`src/rtl/bp_pkg.sv`:
```
// Shared constants and table entry layout for the branch target buffer.
// Tag and target fields are sized for the widest supported PC; narrower PCs are zero-extended.
package bp_pkg;

    localparam int BP_MAX_PC_WIDTH = 64;

    localparam logic [1:0] PC_PLUS4  = 2'b00;
    localparam logic [1:0] PC_OFFSET = 2'b01;
    localparam logic [1:0] PC_RS1    = 2'b10;
    localparam logic [1:0] PC_ZERO   = 2'b11;

    localparam logic [1:0] CTR_SNT = 2'b00;
    localparam logic [1:0] CTR_WNT = 2'b01;
    localparam logic [1:0] CTR_WT  = 2'b10;
    localparam logic [1:0] CTR_ST  = 2'b11;

    typedef struct packed {
        logic                       valid;
        logic [BP_MAX_PC_WIDTH-1:0] tag;
        logic [BP_MAX_PC_WIDTH-1:0] target;
        logic [1:0]                 ctr;
    } bp_entry_t;

endpackage

```
`src/rtl/branch_predictor_sat_counter2.sv`:
```
// Two-bit saturating direction counter next-state logic.
module sat_counter2
    import bp_pkg::*;
(
    input  logic [1:0] ctr,
    input  logic       taken,
    output logic [1:0] ctr_next
);

    // Step towards strongly taken or strongly not-taken, holding at the ends.
    always_comb begin
        ctr_next = ctr;
        if (taken) begin
            if (ctr != CTR_ST) begin
                ctr_next = ctr + 2'd1;
            end else begin
                ctr_next = CTR_ST;
            end
        end else begin
            if (ctr != CTR_SNT) begin
                ctr_next = ctr - 2'd1;
            end else begin
                ctr_next = CTR_SNT;
            end
        end
    end

endmodule

```
`src/rtl/branch_predictor.sv`:
```
// Direct-mapped branch target buffer with 2-bit direction counters: predicts in IF,
// resolves and trains from EX, and keeps transfer/mispredict statistics.
module branch_predictor
    import bp_pkg::*;
#(
    parameter int ENTRIES   = 16,
    parameter int PC_WIDTH  = 32,
    parameter int CNT_WIDTH = 32
) (
    input  logic                 clk,
    input  logic                 rst,
    input  logic [PC_WIDTH-1:0]  fetchPc,
    output logic                 predTaken,
    output logic [PC_WIDTH-1:0]  predTarget,
    input  logic                 exValid,
    input  logic [PC_WIDTH-1:0]  exPc,
    input  logic [1:0]           exPcSel,
    input  logic                 exJal,
    input  logic [PC_WIDTH-1:0]  exTarget,
    input  logic                 exPredTaken,
    input  logic [PC_WIDTH-1:0]  exPredTarget,
    output logic                 mispredict,
    output logic [PC_WIDTH-1:0]  redirectPc,
    output logic [CNT_WIDTH-1:0] branchCount,
    output logic [CNT_WIDTH-1:0] missCount
);

    localparam int IDX = $clog2(ENTRIES);

    bp_entry_t                  table_r [ENTRIES];
    logic [IDX-1:0]             fetch_idx_s;
    logic [IDX-1:0]             ex_idx_s;
    logic [BP_MAX_PC_WIDTH-1:0] fetch_tag_s;
    logic [BP_MAX_PC_WIDTH-1:0] ex_tag_s;
    logic                       fetch_hit_s;
    logic [BP_MAX_PC_WIDTH-1:0] pred_target_wide_s;
    logic                       unused_pred_s;
    bp_entry_t                  ex_entry_s;
    logic                       ex_hit_s;
    logic                       actual_taken_s;
    logic [1:0]                 ctr_step_s;
    logic                       wr_en_s;
    bp_entry_t                  wr_entry_s;

    assign fetch_idx_s = fetchPc[IDX+1:2];
    assign ex_idx_s    = exPc[IDX+1:2];
    assign fetch_tag_s = BP_MAX_PC_WIDTH'(fetchPc[PC_WIDTH-1:IDX+2]);
    assign ex_tag_s    = BP_MAX_PC_WIDTH'(exPc[PC_WIDTH-1:IDX+2]);
    assign ex_entry_s  = table_r[ex_idx_s];

    // Lookup from registered state: only a hit with a taken-leaning counter redirects fetch.
    always_comb begin
        fetch_hit_s        = table_r[fetch_idx_s].valid && (table_r[fetch_idx_s].tag == fetch_tag_s);
        predTaken          = 1'b0;
        pred_target_wide_s = BP_MAX_PC_WIDTH'(fetchPc + PC_WIDTH'(4));
        if (fetch_hit_s && table_r[fetch_idx_s].ctr[1]) begin
            predTaken          = 1'b1;
            pred_target_wide_s = table_r[fetch_idx_s].target;
        end else begin
            predTaken          = 1'b0;
        end
    end

    assign predTarget    = pred_target_wide_s[PC_WIDTH-1:0];
    assign unused_pred_s = ^pred_target_wide_s;

    // Resolution of the EX transfer against the prediction it carried.
    always_comb begin
        actual_taken_s = (exPcSel != PC_PLUS4);
        mispredict     = 1'b0;
        redirectPc     = {PC_WIDTH{1'b0}};
        if (exValid) begin
            mispredict = (actual_taken_s != exPredTaken) ||
                         (actual_taken_s && (exPredTarget != exTarget));
            redirectPc = actual_taken_s ? exTarget : (exPc + PC_WIDTH'(4));
        end else begin
            mispredict = 1'b0;
            redirectPc = {PC_WIDTH{1'b0}};
        end
    end

    sat_counter2 u_ctr (
        .ctr      (ex_entry_s.ctr),
        .taken    (actual_taken_s),
        .ctr_next (ctr_step_s)
    );

    // Training: register-indirect transfers are never written, so JALR only corrects via redirect.
    always_comb begin
        ex_hit_s   = ex_entry_s.valid && (ex_entry_s.tag == ex_tag_s);
        wr_en_s    = 1'b0;
        wr_entry_s = ex_entry_s;
        if (exValid && ((exPcSel == PC_PLUS4) || (exPcSel == PC_OFFSET))) begin
            if (ex_hit_s) begin
                wr_en_s        = 1'b1;
                wr_entry_s.ctr = (exJal && actual_taken_s) ? CTR_ST : ctr_step_s;
                if (actual_taken_s) begin
                    wr_entry_s.target = BP_MAX_PC_WIDTH'(exTarget);
                end else begin
                    wr_entry_s.target = ex_entry_s.target;
                end
            end else if (actual_taken_s) begin
                wr_en_s           = 1'b1;
                wr_entry_s.valid  = 1'b1;
                wr_entry_s.tag    = ex_tag_s;
                wr_entry_s.target = BP_MAX_PC_WIDTH'(exTarget);
                wr_entry_s.ctr    = exJal ? CTR_ST : CTR_WT;
            end else begin
                wr_en_s = 1'b0;
            end
        end else begin
            wr_en_s = 1'b0;
        end
    end

    // Table state; reset wins over a same-cycle training write.
    always_ff @(posedge clk) begin
        if (rst) begin
            for (int i = 0; i < ENTRIES; i++) begin
                table_r[i].valid <= 1'b0;
                table_r[i].ctr   <= CTR_SNT;
            end
        end else if (wr_en_s) begin
            table_r[ex_idx_s] <= wr_entry_s;
        end
    end

    // Saturating statistics counters.
    always_ff @(posedge clk) begin
        if (rst) begin
            branchCount <= {CNT_WIDTH{1'b0}};
            missCount   <= {CNT_WIDTH{1'b0}};
        end else if (exValid) begin
            if (!(&branchCount)) begin
                branchCount <= branchCount + CNT_WIDTH'(1);
            end
            if (mispredict && !(&missCount)) begin
                missCount <= missCount + CNT_WIDTH'(1);
            end
        end
    end

endmodule

```
`config.mk`:
```
export PLATFORM = sky130hd
export DESIGN_NAME = branch_predictor
export DESIGN_NICKNAME = d
export VERILOG_FILES = /design/src/rtl/bp_pkg.sv /design/src/rtl/branch_predictor_sat_counter2.sv /design/src/rtl/branch_predictor.sv
export SDC_FILE = /design/constraint.sdc
export NUM_CORES = 2
export LEC_CHECK = 0
export ABC_AREA = 1
export CAP_MARGIN = 10
export CORE_AREA = 5 5 448 450
export DETAILED_ROUTE_END_ITERATION = 8
export DIE_AREA = 0 0 453 455
export HOLD_SLACK_MARGIN = 0.02
export PLACE_DENSITY = 0.61
export SLEW_MARGIN = 5
export SYNTH_ARGS = -nofsm -noshare
export SYNTH_HDL_FRONTEND = slang
export SYNTH_SLANG_ARGS = --single-unit
export TNS_END_PERCENT = 50
```
`constraint.sdc`:
```
create_clock -name clk -period 9 [get_ports clk]
set_clock_uncertainty 0.15 [all_clocks]
set_input_delay 2.7 -clock clk [delete_from_list [all_inputs] [get_ports clk]]
set_output_delay 2.7 -clock clk [all_outputs]
set_load 0.03 [all_outputs]
```
* After elaboration in Yosys (flattened, before gate mapping)
Memory sizes are Yosys's and may differ from the RTL's.
Cells that the tools add are included.
Widths: inputs -> output; s select.
** Cells by class
- Add/sub/neg operators :: 6
- Eq/ne operators :: 6
- Mux-type cells :: 26
- Bitwise operators :: 1
- Reductions and logical operators :: 18
** Operators with widths (count)
- $mux 131 :: 3
- $reduce_or 131->1 :: 1
- $eq 64x26->1 :: 2
- $mux 32 :: 3
- $mux 66 :: 1
- $mux 65 :: 1
- $add 32x1->32 const B :: 2
- $add 32x3->32 const B :: 2
- $mux 64 :: 1
- $reduce_and 32->1 :: 2
- $ne 32x32->1 :: 1
- $mux 1 :: 11
- $mux 2 :: 5
- $logic_and 1x1->1 :: 7
- $mux 4 :: 1
- $reduce_and 2->1 :: 2
- $reduce_bool 2->1 :: 2
- $add 2x1->2 const B :: 1
- $eq 2x1->1 const B :: 1
- $logic_not 2->1 :: 1
- $logic_or 1x1->1 :: 2
- $ne 2x2->1 const B :: 1
- $sub 2x1->2 const B :: 1
- $logic_not 1->1 :: 1
- 2 further kinds :: 2
** Word-level totals
- Register bits after elaboration :: 64
- Bits in writable memories :: 2096
- Input bits :: 135
- Word-level logic and storage cells :: 60
- Memories :: 1
** Memories
- table_r :: words 16, bits a word 131, read ports 2, clocked after memory_dff 0, write ports 16, line branch_predictor.sv:30 : bp_entry_t table_r [ENTRIES];

* Longest topological paths before layout
An unclocked memory read counts as a cell.
- Depth in word-level cells :: 10
- Mapped depth :: 25

* By module
A second synthesis with hierarchy kept.
** Unflattened totals
- Cells, all modules :: 9548
- Area, all modules :: 84208.3 um2
** Modules (own cells, without submodules)
- branch_predictor :: instances 1, cells an instance 9542, area an instance 84183.2 um2, seq. area each 48846.8 um2
- sat_counter2 :: instances 1, cells an instance 6, area an instance 25.0 um2, seq. area each 0.0 um2

* Worst setup path before layout
Ideal clock, no wire load.
- Path type :: input to output
- Start :: in exPc[2]
- End :: out redirectPc[25]
- Arrival :: 5.160 ns
- Path slack :: 0.990 ns
- Stages on the path :: 17
- Path buffers :: 5
- Cell sequence :: buf_4 -> inv_2 -> buf_6 -> buf_6 -> buf_6 -> buf_6 -> nor3_4 -> nand3_1 -> nor2_2 -> nand2_1 -> nor2_1 -> nand3_1 -> nor2_1 -> nand2_1 -> nand2_1 -> a21oi_1 -> a211oi_1
** On the way
- Longest elaborated chain between the ends :: 3
** Ends and longest elaborated chain
- start: declaration :: line branch_predictor.sv:16 : input logic [PC_WIDTH-1:0] exPc,
- $add 32x3->32 :: line branch_predictor.sv:75 : redirectPc = actual_taken_s ? exTarget : (exPc + PC_WIDTH'(4));
- $mux 32 :: line branch_predictor.sv:75
- $mux 32 :: line branch_predictor.sv:72 : if (exValid) begin
- end: declaration :: line branch_predictor.sv:23 : output logic [PC_WIDTH-1:0] redirectPc,
Every way passes these cells.

* Worst setup path after layout
- Start :: in fetchPc[5]
- End :: out predTarget[24]
** On the way
- Longest elaborated chain between the ends :: 5
- Elaborated cells between the ends (all ways) :: 6
- Classes of those cells :: add/sub (1); eq/ne (1); mux (1); reduce/logical (2); memory (1)
** Ends and longest elaborated chain
- start: declaration :: line branch_predictor.sv:12 : input logic [PC_WIDTH-1:0] fetchPc,
- $mem_v2 16x131
- $eq 64x26->1 :: line branch_predictor.sv:53 : fetch_hit_s = table_r[fetch_idx_s].valid && (table_r[fetch_idx_s].tag == fetch_tag_s);
- $logic_and 1x1->1 :: line branch_predictor.sv:53
- $logic_and 1x1->1 :: line branch_predictor.sv:56 : if (fetch_hit_s && table_r[fetch_idx_s].ctr[1]) begin
- $mux 32 (*) :: line branch_predictor.sv:56
- end: declaration :: line branch_predictor.sv:14 : output logic [PC_WIDTH-1:0] predTarget,
Every way passes the cells marked *; elsewhere a longest branch is shown, timed or not.

==> run summary <==
The flow ran to the end, and the final reports show no timing, DRC or antenna violations. In this design, the critical path's most frequently occurring cell is nand2_1. The run gives 163 as the cell row count.

TritonCTS built the clock tree. The final wirelength is 295000 µm. The critical hold path startpoint is branchCount[30]$_SDFFE_PP0P_. The run gives 52 as the number of different library cells in the post-synthesis netlist. Together, buffers and inverters on the worst path number 8. The number of warnings printed during yosys synthesis is 0, and the depth of the worst register-to-register path is 17. The data required time at the worst endpoint was 6150 ps.

Summing all placed instances gives a cell area of 89300 µm². The end-of-flow core utilization was 0.485; the die outline area was 206000 µm². In this run the post-CTS setup repair buffer count came out at 0. The tools report the HPWL after detailed placement as 190000 µm. The critical path is of the primary input to primary output type. Compared with the post-synthesis result, the final layout area differs by 16.2%.

After detailed routing, the number of vias per cell comes to 5.81. The total track usage was 0.277; the average routed wire per standard cell was 24.8 µm. The count of instances resized after the clock tree is built is 0, and the final instance area is 95200 µm². Once detail routing completed, the nets flagged for antenna violations numbered 0. The cell depth of the worst min-delay path was 1.

Entering global routing, the biggest net connects 212 pins. The synthesized-area fraction occupied by and/or/nand/nor cells is 0.179. Among all flip-flop cells after synthesis, the most frequent one is edfxtp_1.

Buffers placed on the I/O ports in this run total 264. The final period utilization is 0.991, and the core footprint is 196000 µm². Die boundary width: 453 µm. The async set or reset register ratio after synthesis is 0.

Walking the worst path, the cells encountered are clkdlybuf4s50_1, inv_4, buf_4, buf_4, nand3_1, nand3_1, nand4_1, nor3_1, nand2_1, nor2_1, nand2_1, inv_1, buf_12, buf_12, nand2_1, nand2_1, buf_12. For this design, the sink count on the clock tree is 1648. The final count of hold timing violations is 0, and the wire length of the first global-routing pass is 430000 µm. At the pin with the least slew margin, the transition time is 1390 ps.

After clock tree synthesis, the flow added hold-fix buffers numbering 0. Number of max-slew violations in the final report: 0. Leaving out fill and tap cells, the most frequent cell in the layout is nand2_1. The origin of the critical flop-to-flop path was table_r[7][98]$_DFFE_PP_.

In the layout the commonest cells are nand2_1 (1752), edfxtp_1 (1584), o21ai_0 (1309). Averaged over all synthesized cells, the footprint is 9.19 µm². The clock passes through at most 3 buffers. The fraction of layout instances using a drive strength above 1 came out at 0.0773.

VDD sags by at most 0.190 mV. In this run the vertical extent of the chip is 455 µm. The post-synthesis xor/xnor area fraction is 0.00973, and the arrival time reported for the critical path endpoint is 6070 ps. Across the run, the number of max-cap violations was 0. Worst-path cell with the longest stage delay: clkdlybuf4s50_1.

The remaining global-route overflow was 0. Power per unit of standard cell area: 188 nW/µm². Counting I/O delays and the setup requirement, the final critical path takes 8920 ps.

The number of clock buffers added by TritonCTS is 179. The initial DRC count came out at 9113. The final count of negative-setup-slack endpoints is 0. The via count of the first global-routing pass was 65355; the share of the yosys chip area belonging to registers was 0.597. For this run, the detailed router's first-pass iteration total came to 8. The run gives 81900 µm² as the area of the mapped netlist.

The analysis attributes to cell leakage a power of 0.0352 µW. The tools report the endpoint of the lowest-slack register-to-register path as table_r[11][85]$_DFFE_PP_. STA classifies the critical path startpoint as a primary input. The number of antenna violations at the first check in global routing was 7; the starting density of the core was 0.417. For the final routed database, the setup TNS stands at 0 ps. Summing over every cut layer, the via total after detailed routing is 69218. In the final design database the tool counted 9271 nets. Dominant combinational cell family by area after synthesis: simple AND/OR/NAND/NOR gates. Count of state elements after synthesis: 1648. After detailed routing, the number of remaining DRC violations is 0.

The type of the tightest min-delay check is register to register. Cell type group with the largest total delay on the critical path: buffers and inverters. In this run the count of I/O pins placed on the die edge is 265. The mux contribution to synthesized area is 0, and the maximum fanout count along the critical path is 31. Clock-pin slew was measured on the worst setup and hold paths at 60 ps. The delay contributed by the slowest stage of the critical path came out at 570 ps. Last weighted congestion value of the routability-driven placer: 0.962. The net count of the mapped netlist came out at 9053. The post-synthesis adder-cell area fraction was 0.00107; the synthesized netlist cell count was 8911.

The logs give 4450 ps for the register-to-register setup slack and 112 MHz for the peak clock frequency supported by timing. CTS placed an instance of clkbuf_16 at the clock tree root. The critical path starts at fetchPc[5].

Clock latency on the worst-skew pair, taken at its later pin, is 840 ps. The worst setup path is captured at a primary output. Fill cells in the final layout number 18169. The run gives 4 as the count of H-tree levels built during CTS.

Setup repair after global routing left no endpoint under its margin. The relative slew slack is 0.0756, and the compound-gate portion of the synthesized area is 0.150. The end point of the worst hold path is branchCount[30]$_SDFFE_PP0P_. The number of synthesized flops with an enable pin came out at 1584.
-- kinds of logic after synthesis --
| kind of cell | after synthesis |
|---|---|
| xor gates and xnor gates | 91 |
| AOI/OAI and AO/OA | 2292 |
| adders and majority gates | 7 |
| and+or+nand+nor | 3577 |
| DFF | 1648 |
| buffers and inverters | 1296 |
-- registers in the layout, indices dropped and copies added (netlist names) --
signal and flops:
table_r 1584, branchCount 32, missCount 32
-- power by group --
part / leakage (µW) / switching (µW) / internal, µW / total, µW
clock network: 0.00282 / 3160 / 4150 / 7320
registers: 0.0149 / 16.1 / 8610 / 8630
logic: 0.0175 / 1390 / 531 / 1920
total: 0.0352 / 4570 / 13300 / 17900
-- metal layers --
metal / up-vias / wire, µm / track usage
met5: - / 23 / 0
met4: 4 / 15500 / 0.133
met3: 705 / 28900 / 0.0475
met2: 3807 / 136000 / 0.444
met1: 33471 / 115000 / 0.368
li1: 31231 / - / -
-- how the worst max path moves through the flow --
stage / endpoint / slack (ps) / depth (start not counted)
after floorplan: redirectPc[25] / 990 / 17
after global placement: predTarget[24] / 170 / 18
after detailed placement: predTarget[24] / 170 / 18
after CTS: predTarget[24] / 150 / 18
after global routing: predTarget[30] / 2 / 17
final: predTarget[24] / 80 / 17
-- synthesized netlist by cell type, types with 4 or more instances --
cell type | n | area share
nand2_1 | 1752 | 0.080
nand4_4 | 10 | 0.0026
nand4_1 | 74 | 0.0057
nor2_1 | 1175 | 0.054
buf_4 | 15 | 0.0014
a31oi_1 | 9 | 0.00069
clkbuf_1 | 304 | 0.014
nand3b_1 | 5 | 0.00046
buf_6 | 10 | 0.0014
nor3b_1 | 6 | 0.00055
inv_1 | 725 | 0.033
edfxtp_1 | 1584 | 0.58
a32oi_1 | 8 | 0.00086
a41oi_1 | 17 | 0.0018
a221oi_1 | 12 | 0.0013
nor2_2 | 4 | 0.00031
xnor2_1 | 27 | 0.0029
buf_2 | 189 | 0.012
or2_2 | 5 | 0.00038
o22ai_1 | 19 | 0.0015
o21ai_1 | 95 | 0.0058
nand3_1 | 379 | 0.023
nor4_1 | 62 | 0.0047
inv_2 | 8 | 0.00037
a211oi_1 | 12 | 0.0011
nor3_1 | 93 | 0.0057
dfxtp_1 | 64 | 0.016
o21ai_0 | 1309 | 0.080
buf_1 | 42 | 0.0019
o211ai_1 | 197 | 0.018
ha_1 | 7 | 0.0011
o31ai_1 | 13 | 0.0012
a21oi_1 | 587 | 0.036
xor2_1 | 64 | 0.0068
-- stage by stage --
stage,hold WS [ps],std cells,setup slack [ps],total power [µW]
global route,362,11919,1.72,18400
global placement,321,11583,168,10600
CTS,345,11913,149,17900
floorplan,447,8911,990,9820
detailed placement,335,11583,172,10700
finish,340,11920,84.1,17900
-- cell type report --
class,count,area [µm²],area share
timing repair buffer,598,6500,0.0684
tap,2640,3300,0.0347
clock buffer,224,4740,0.0498
clock inverter,106,1030,0.0109
inverter,735,2880,0.0302
multi-input combinational,5967,27800,0.293
antenna,2,5.00,0.0000526
sequential,1648,48800,0.513
Note: power is estimated with default switching activity, not from simulation.
